`src/rtl/noc_xbar_mem_scheduler.sv`:
```
// Round-robin scheduler sharing one 1rw synchronous memory among several requesters.
// Define NOC_XBAR_MEM_SCHED_WRITE_ACK_EN to return a response for writes as well as reads.
module noc_xbar_mem_scheduler #(
  parameter int req_ports_p  = 2,
  parameter int addr_width_p = 2,
  parameter int data_width_p = 32,
  parameter int id_width_p   = (req_ports_p > 1) ? $clog2(req_ports_p) : 1
) (
  input  logic                                 clk_i,
  input  logic                                 reset_n_i,
  input  logic [req_ports_p-1:0]               req_v_i,
  input  logic [req_ports_p*addr_width_p-1:0]  req_addr_i,
  input  logic [req_ports_p*data_width_p-1:0]  req_data_i,
  input  logic [req_ports_p-1:0]               req_w_i,
  output logic [req_ports_p-1:0]               req_yumi_o,
  output logic                                 mem_v_o,
  output logic                                 mem_w_o,
  output logic [addr_width_p-1:0]              mem_addr_o,
  output logic [data_width_p-1:0]              mem_data_o,
  input  logic [data_width_p-1:0]              mem_data_i,
  output logic                                 resp_v_o,
  output logic [data_width_p-1:0]              resp_data_o,
  output logic [id_width_p-1:0]                resp_dest_id_o,
  input  logic                                 resp_yumi_i,
  output logic                                 busy_o
);

  typedef enum logic [1:0] {
    IDLE = 2'd0,
    READ = 2'd1,
    RESP = 2'd2
  } state_t;

  state_t                    state_r;
  state_t                    state_next_s;
  logic [id_width_p-1:0]     last_r;
  logic [id_width_p-1:0]     id_r;
  logic [data_width_p-1:0]   resp_data_r;

  logic                      hi_found_s;
  logic                      lo_found_s;
  logic [id_width_p-1:0]     hi_idx_s;
  logic [id_width_p-1:0]     lo_idx_s;
  logic                      gnt_found_s;
  logic [id_width_p-1:0]     gnt_idx_s;
  logic                      grant_s;
  logic                      sel_w_s;
  logic [addr_width_p-1:0]   sel_addr_s;
  logic [data_width_p-1:0]   sel_data_s;

  // Round-robin search: lowest valid port above last_r, otherwise lowest valid port overall.
  always_comb begin
    hi_found_s = 1'b0;
    lo_found_s = 1'b0;
    hi_idx_s   = '0;
    lo_idx_s   = '0;
    for (int i = req_ports_p - 1; i >= 0; i--) begin
      if (req_v_i[i]) begin
        lo_found_s = 1'b1;
        lo_idx_s   = id_width_p'(i);
        if (i > int'(last_r)) begin
          hi_found_s = 1'b1;
          hi_idx_s   = id_width_p'(i);
        end else begin
          hi_found_s = hi_found_s;
        end
      end else begin
        lo_found_s = lo_found_s;
      end
    end
    gnt_found_s = hi_found_s | lo_found_s;
    if (hi_found_s) begin
      gnt_idx_s = hi_idx_s;
    end else begin
      gnt_idx_s = lo_idx_s;
    end
  end

  // Field mux for the winning port.
  always_comb begin
    sel_w_s    = 1'b0;
    sel_addr_s = '0;
    sel_data_s = '0;
    for (int i = 0; i < req_ports_p; i++) begin
      if (gnt_idx_s == id_width_p'(i)) begin
        sel_w_s    = req_w_i[i];
        sel_addr_s = req_addr_i[i*addr_width_p +: addr_width_p];
        sel_data_s = req_data_i[i*data_width_p +: data_width_p];
      end else begin
        sel_w_s = sel_w_s;
      end
    end
  end

  // Grants only from IDLE and never while reset is asserted.
  assign grant_s = reset_n_i && (state_r == IDLE) && gnt_found_s;

  // Memory port and grant drive.
  always_comb begin
    req_yumi_o = '0;
    mem_v_o    = 1'b0;
    mem_w_o    = 1'b0;
    mem_addr_o = '0;
    mem_data_o = '0;
    if (grant_s) begin
      req_yumi_o[gnt_idx_s] = 1'b1;
      mem_v_o               = 1'b1;
      mem_w_o               = sel_w_s;
      mem_addr_o            = sel_addr_s;
      mem_data_o            = sel_data_s;
    end else begin
      mem_v_o = 1'b0;
    end
  end

  // Next-state logic.
  always_comb begin
    state_next_s = state_r;
    case (state_r)
      IDLE: begin
        if (grant_s) begin
          if (!sel_w_s) begin
            state_next_s = READ;
          end else begin
`ifdef NOC_XBAR_MEM_SCHED_WRITE_ACK_EN
            state_next_s = RESP;
`else
            state_next_s = IDLE;
`endif
          end
        end else begin
          state_next_s = IDLE;
        end
      end
      READ: state_next_s = RESP;
      RESP: begin
        if (resp_yumi_i) begin
          state_next_s = IDLE;
        end else begin
          state_next_s = RESP;
        end
      end
      default: state_next_s = IDLE;
    endcase
  end

  // State register.
  always_ff @(posedge clk_i or negedge reset_n_i) begin
    if (!reset_n_i) begin
      state_r <= IDLE;
    end else begin
      state_r <= state_next_s;
    end
  end

  // Arbitration pointer and response id, updated on every grant.
  always_ff @(posedge clk_i or negedge reset_n_i) begin
    if (!reset_n_i) begin
      last_r <= id_width_p'(req_ports_p - 1);
      id_r   <= '0;
    end else if (grant_s) begin
      last_r <= gnt_idx_s;
      id_r   <= gnt_idx_s;
    end else begin
      last_r <= last_r;
      id_r   <= id_r;
    end
  end

  // Response data: read data one cycle after the grant, or the written data when acked.
  always_ff @(posedge clk_i or negedge reset_n_i) begin
    if (!reset_n_i) begin
      resp_data_r <= '0;
    end else begin
      case (state_r)
        READ: resp_data_r <= mem_data_i;
`ifdef NOC_XBAR_MEM_SCHED_WRITE_ACK_EN
        IDLE: begin
          if (grant_s && sel_w_s) begin
            resp_data_r <= sel_data_s;
          end else begin
            resp_data_r <= resp_data_r;
          end
        end
`endif
        default: resp_data_r <= resp_data_r;
      endcase
    end
  end

  assign resp_v_o       = (state_r == RESP);
  assign resp_data_o    = resp_data_r;
  assign resp_dest_id_o = id_r;
  assign busy_o         = (state_r != IDLE);

endmodule

```
`config.mk`:
```
export PLATFORM = sky130hd
export DESIGN_NAME = noc_xbar_mem_scheduler
export DESIGN_NICKNAME = d
export VERILOG_FILES = /design/src/rtl/noc_xbar_mem_scheduler.sv
export SDC_FILE = /design/constraint.sdc
export NUM_CORES = 1
export LEC_CHECK = 0
export CAP_MARGIN = 0
export CORE_UTILIZATION = 30
export DETAILED_ROUTE_END_ITERATION = 12
export DONT_BUFFER_PORTS = 1
export HOLD_SLACK_MARGIN = 0.02
export SYNTH_ARGS = -nofsm -noshare
export SYNTH_HDL_FRONTEND = slang
export SYNTH_SLANG_ARGS = --single-unit
```
`constraint.sdc`:
```
create_clock -name clk_i -period 3.4 [get_ports clk_i]
set_input_delay 0.51 -clock clk_i [delete_from_list [all_inputs] [get_ports clk_i]]
set_output_delay 0.51 -clock clk_i [all_outputs]
set_load 0.005 [all_outputs]
```
---- Word level (Yosys, flattened, before mapping) ----
Index checks and enable logic that the tools add are counted.
Widths: inputs -> output; s select.
operators by class
  add/sub/neg operators ................... 0
  $mul .................................... 0
  div/mod/pow operators ................... 0
  $lt $le $gt $ge ......................... 3
  eq/ne operators ......................... 2
  shifts and indexed selects .............. 0
  multiplexer cells ....................... 20
  bitwise operators ....................... 1
  reductions and logical operators ........ 5
operators by type and width
  kind                number
  $mux 32             2
  $mux 1              11
  $mux 2              5
  $pmux 2 s3          1
  $logic_and 1x1->1   3
  $eq 2x1->1 const B  1
  $eq 2x2->1 const B  1
  $logic_not 2->1     1
  $lt 1x2->1 const B  1
  $reduce_bool 2->1   1
  $demux 1 s1         1
  $ge 1x1->1 const B  1
  $gt 1x1->1 const A  1
  $or 1x1->1          1
storage, ports and cells
  bits in registers ....................... 36
  latch bits .............................. 0
  bits in writable memories ............... 0
  bits in read-only memories .............. 0
  input port bits ......................... 107
  output and inout port bits .............. 73
  word-level logic and storage cells ...... 35
  memories ................................ 0

---- Longest topological paths before layout ----
  word-level depth ........................ 9
  mapped depth ............................ 5
  gate-level depth less buffers ........... 3

---- Worst setup path after synthesis ----
OpenSTA, ideal clock, no wires.
  path kind ............................... input to output
  start ................................... input reset_n_i
  end ..................................... output mem_data_o[14]
  arrival ................................. 1.326 ns
  data required time ...................... 2.890 ns
  path slack .............................. 1.564 ns
  stages on the path ...................... 5
  buffers on the path ..................... 2
  cells stage by stage .................... nor3b_2 -> and3_1 -> buf_6 -> buf_12 -> a22o_4
between the ends
  word-level cells in the longest chain between the ends .. 3
ends and longest elaborated chain
  what                             line  text
  start: declaration               10    input logic reset_n_i,
  $logic_and 1x1->1 (2 in series)  96    assign grant_s = reset_n_i && (state_r == IDLE) && gnt_found_s;
  $mux 32                          105   if (grant_s) begin
  end: declaration                 19    output logic [data_width_p-1:0] mem_data_o,
Every way passes these cells.

---- Worst setup path in the final report ----
  start ................................... register state_r[1]
  end ..................................... output mem_data_o[3]
between the ends
  word-level cells in the longest chain between the ends .. 4
ends and longest elaborated chain
  what                             line  text
  start: declaration               34    state_t state_r;
  start signal: assignment         152   state_r <= state_next_s;
  $logic_not 2->1                  96
  $logic_and 1x1->1 (2 in series)  96
  $mux 32                          105
Every way passes these cells.

==> out/results.md <==
| Quantity | Reported | Unit |
| --- | --- | --- |
| Result of the run | completed | - |
| Setup repair after global routing missed its margin | false | - |
| Worst Setup Start Kind | register | - |
| Horiz. Die Dim | 80.25 | um |
| Final-report max-slew violation count | 0 | - |
| Number of DRC violations after detailed-routing iteration 0 | 31 | - |
| Maxcap violations | 0 | - |
| Utilization after layout | 32.27 | % |
| Top cells by area in the synthesized netlist | dfrtp_1 48%, mux2_2 20%, a22o_1 13% | - |
| Worst slew pin tran | 407.8 | ps |
| TritonCTS clock tree | yes | - |
| Die height | 80.25 | um |
| Worst-case setup slack after placement | 1391 | ps |
| Required time at the worst-slack endpoint | 2890 | ps |
| Share of final-layout standard cells stronger than drive strength 1 | 39.23 | % |
| Final setup fails | 0 | - |
| Hold Buf Count CTS | 1 | - |
| Area share of the leading cell type in the synthesized netlist | 47.68 | % |
| Max Fanout on Critical Path | 37 | - |
| Number of cells in the finished layout apart from fillers | 205 | - |
| Clock transition at path regs | 60 | ps |
| Layout-stage area growth over the synthesis result | 4.019 | % |
| Cell Count Post-Placement | 196 | - |
| Final routed wire length divided by cell count | 24.77 | um |
| Total routing usage reported by global routing | 15.02 | % |
| Kind of critical path | reg -> out | - |
| Most common cell after layout, fill and taps aside | dfrtp_1 | - |
| Worst-case vdd ir drop | 0.3642 | mV |
| Synth cell types | 24 | - |
| Total number of H-tree levels | 2 | - |
| Count of clock tree sinks | 36 | - |
| Worst hold margin | 58.27 | ps |
| Root cell of the clock tree | clkbuf_8 | - |
| DRC Markers | 0 | - |
| Yosys warns | 0 | - |
| Setup TNS Final | 0 | ps |
| Pin count of the biggest net entering global routing | 38 | - |
| Number of routed nets with antenna violations | 0 | - |
| Power Dens Cells | 721.2 | nW/um2 |
| Net count after synthesis | 237 | - |
| Worst max-slew margin expressed relative to the limit | 72.81 | % |
| Portion of the post-synthesis area used by sequential elements | 49.11 | % |
| Min Clock Period, post-route | 2227 | ps |
| Placer congestion estimate | 0.6908 | - |
| Filler Cells Inserted | 596 | - |
| Avg Vias per Cell | 5.688 | - |
| Area of the die | 6439 | um2 |
| Total number of nets in the final design | 236 | - |
| Gates resized, CTS repair | 0 | - |
| Detailed Routing Iterations Pass 1 | 4 | - |
| Hold Crit Class | in -> async | - |
| Number of buffers created by CTS | 5 | - |
| Post-Synthesis Cell Area | 1837 | um2 |
| Number of storage elements in the synthesis netlist | 36 | - |
| DP Wirelength | 4109 | um |
| Port bufs | 0 | - |
| Fmax achieved | 0.4490 | GHz |
| Depth of the worst register-to-register path | 4 | - |
| Register area | 902.1 | um2 |
| Remaining Overflow, GRT | 0 | - |
| Number of global-route vias before repair | 1227 | - |
| Initial Utilization | 31.02 | % |
| Final clock period utilization by the worst path | 65.51 | % |
| Setup crit end kind | output pin | - |
| Crit. Startpoint | state_r[1] | - |
| Later-pin clock latency in the skew report | 280 | ps |
| Fin. Hold Viols | 0 | - |
| Core region area | 5921 | um2 |
| Global-route wire length before repair | 6782 | um |
| Commonest non-fill, non-tap cells in the layout | 35 x dfrtp_1, 32 x mux2_2, 27 x a22o_1 | - |
| Final worst clock skew | 1.701 | ps |
| Postcts setup bufs | 0 | - |
| CP arrival | 1720 | ps |
| Final WS setup | 1173 | ps |
| Diodes inserted | 0 | - |
| Leading area contributor after synthesis | dfrtp_1 | - |
| Terminus of the critical flop-to-flop path | resp_dest_id_o | - |
| Final wirelength | 5078 | um |
| End point of the critical path | mem_data_o[3] | - |
| Row cnt | 28 | - |
| Lkg Pwr | 0.8090 | nW |
| Number of antenna violations at the first check in global routing | 0 | - |
| Total via count after detailed routing | 1166 | - |
| Launching point of the worst reg2reg path | state_r[1] | - |
| Post-synthesis cell count | 130 | - |
| Area used by multi-input combinational logic | 788.3 | um2 |
| Ports | 180 | - |
| Worst-case register-to-register setup slack | 1900 | ps |
| Synthesized area per cell | 14.13 | um2 |
| Deepest clock path buffer count | 2 | - |
[layout make-up]
| class | instances | share of cell area (%) |
|---|---|---|
| Tap cell | 75 | 4.912 |
| Timing Repair Buffer | 4 | 2.227 |
| Sequential cell | 36 | 47.22 |
| Clock buffer | 8 | 4.191 |
| Inverter | 1 | 0.1965 |
| Multi-Input combinational cell | 81 | 41.26 |
[stage by stage]
stage	total power, mW	instance area (um2)
after floorplan	1.033	1837
after global placement	1.067	1810
after detailed placement	1.102	1810
after CTS	1.402	1911
after global routing	1.463	1911
final	1.378	1911
[critical path, cell delays in order (launching register included)]
cell and delay, ps:
dfrtp_1 410, nor3b_2 250, and3_1 190, buf_4 340, a22o_2 240
[flip-flops by register name, summed over array words and instances, names as in the netlist]
signal          cells
resp_dest_id_o      1
last_r              1
resp_data_o        32
state_r             2
[where the power goes]
group / switching, mW / total (mW) / leakage (nW) / internal (mW)
registers: 0.151 / 0.772 / 0.421 / 0.621
logic: 0.131 / 0.327 / 0.348 / 0.196
clock network: 0.134 / 0.280 / 0.0395 / 0.145
[worst min path at each step]
| stage | from | to | slack, ps |
|---|---|---|---|
| floorplan | reset_n_i | resp_data_o[0] | 210 |
| global placement | reset_n_i | resp_data_o[9] | 220 |
| detailed placement | reset_n_i | resp_data_o[9] | 220 |
| CTS | reset_n_i | resp_data_o[5] | 50 |
| global route | reset_n_i | last_r | 40 |
| finish | reset_n_i | resp_data_o[5] | 60 |
[cells by family after synthesis]
family | synth area share [%]
muxes | 20.16
and+or+nand+nor | 3.475
buffers and inverters | 7.969
AOI/OAI and AO/OA | 19.28
DFF | 49.11
[synth_stat cells]
cell,instances
or2_2,1
or2b_1,1
o21ai_0,1
o21a_1,1
nor3b_2,1
nor2b_1,1
nand2b_1,2
buf_8,1
dfstp_2,1
o21ba_1,2
and3_1,1
buf_2,1
and2_1,2
a22o_4,1
mux2_2,32
dfrtp_1,35
a21boi_1,1
buf_6,6
a22o_1,27
inv_1,1
buf_4,2
a22o_2,6
buf_12,2
mux2i_1,1
[routing by layer]
| layer | part of all wire [%] | global-route usage (%) | vias to the layer above | wire (um) |
|---|---|---|---|---|
| met4 | 2.8 | 7.500 | 0 | 142 |
| met2 | 57 | 29.66 | 110 | 2891 |
| li1 | - | - | 485 | - |
| met5 | 0 | 0 | - | 0 |
| met1 | 30 | 12.71 | 561 | 1515 |
| met3 | 10 | 5.909 | 10 | 529 |
Power figures use the tool's default switching activity.
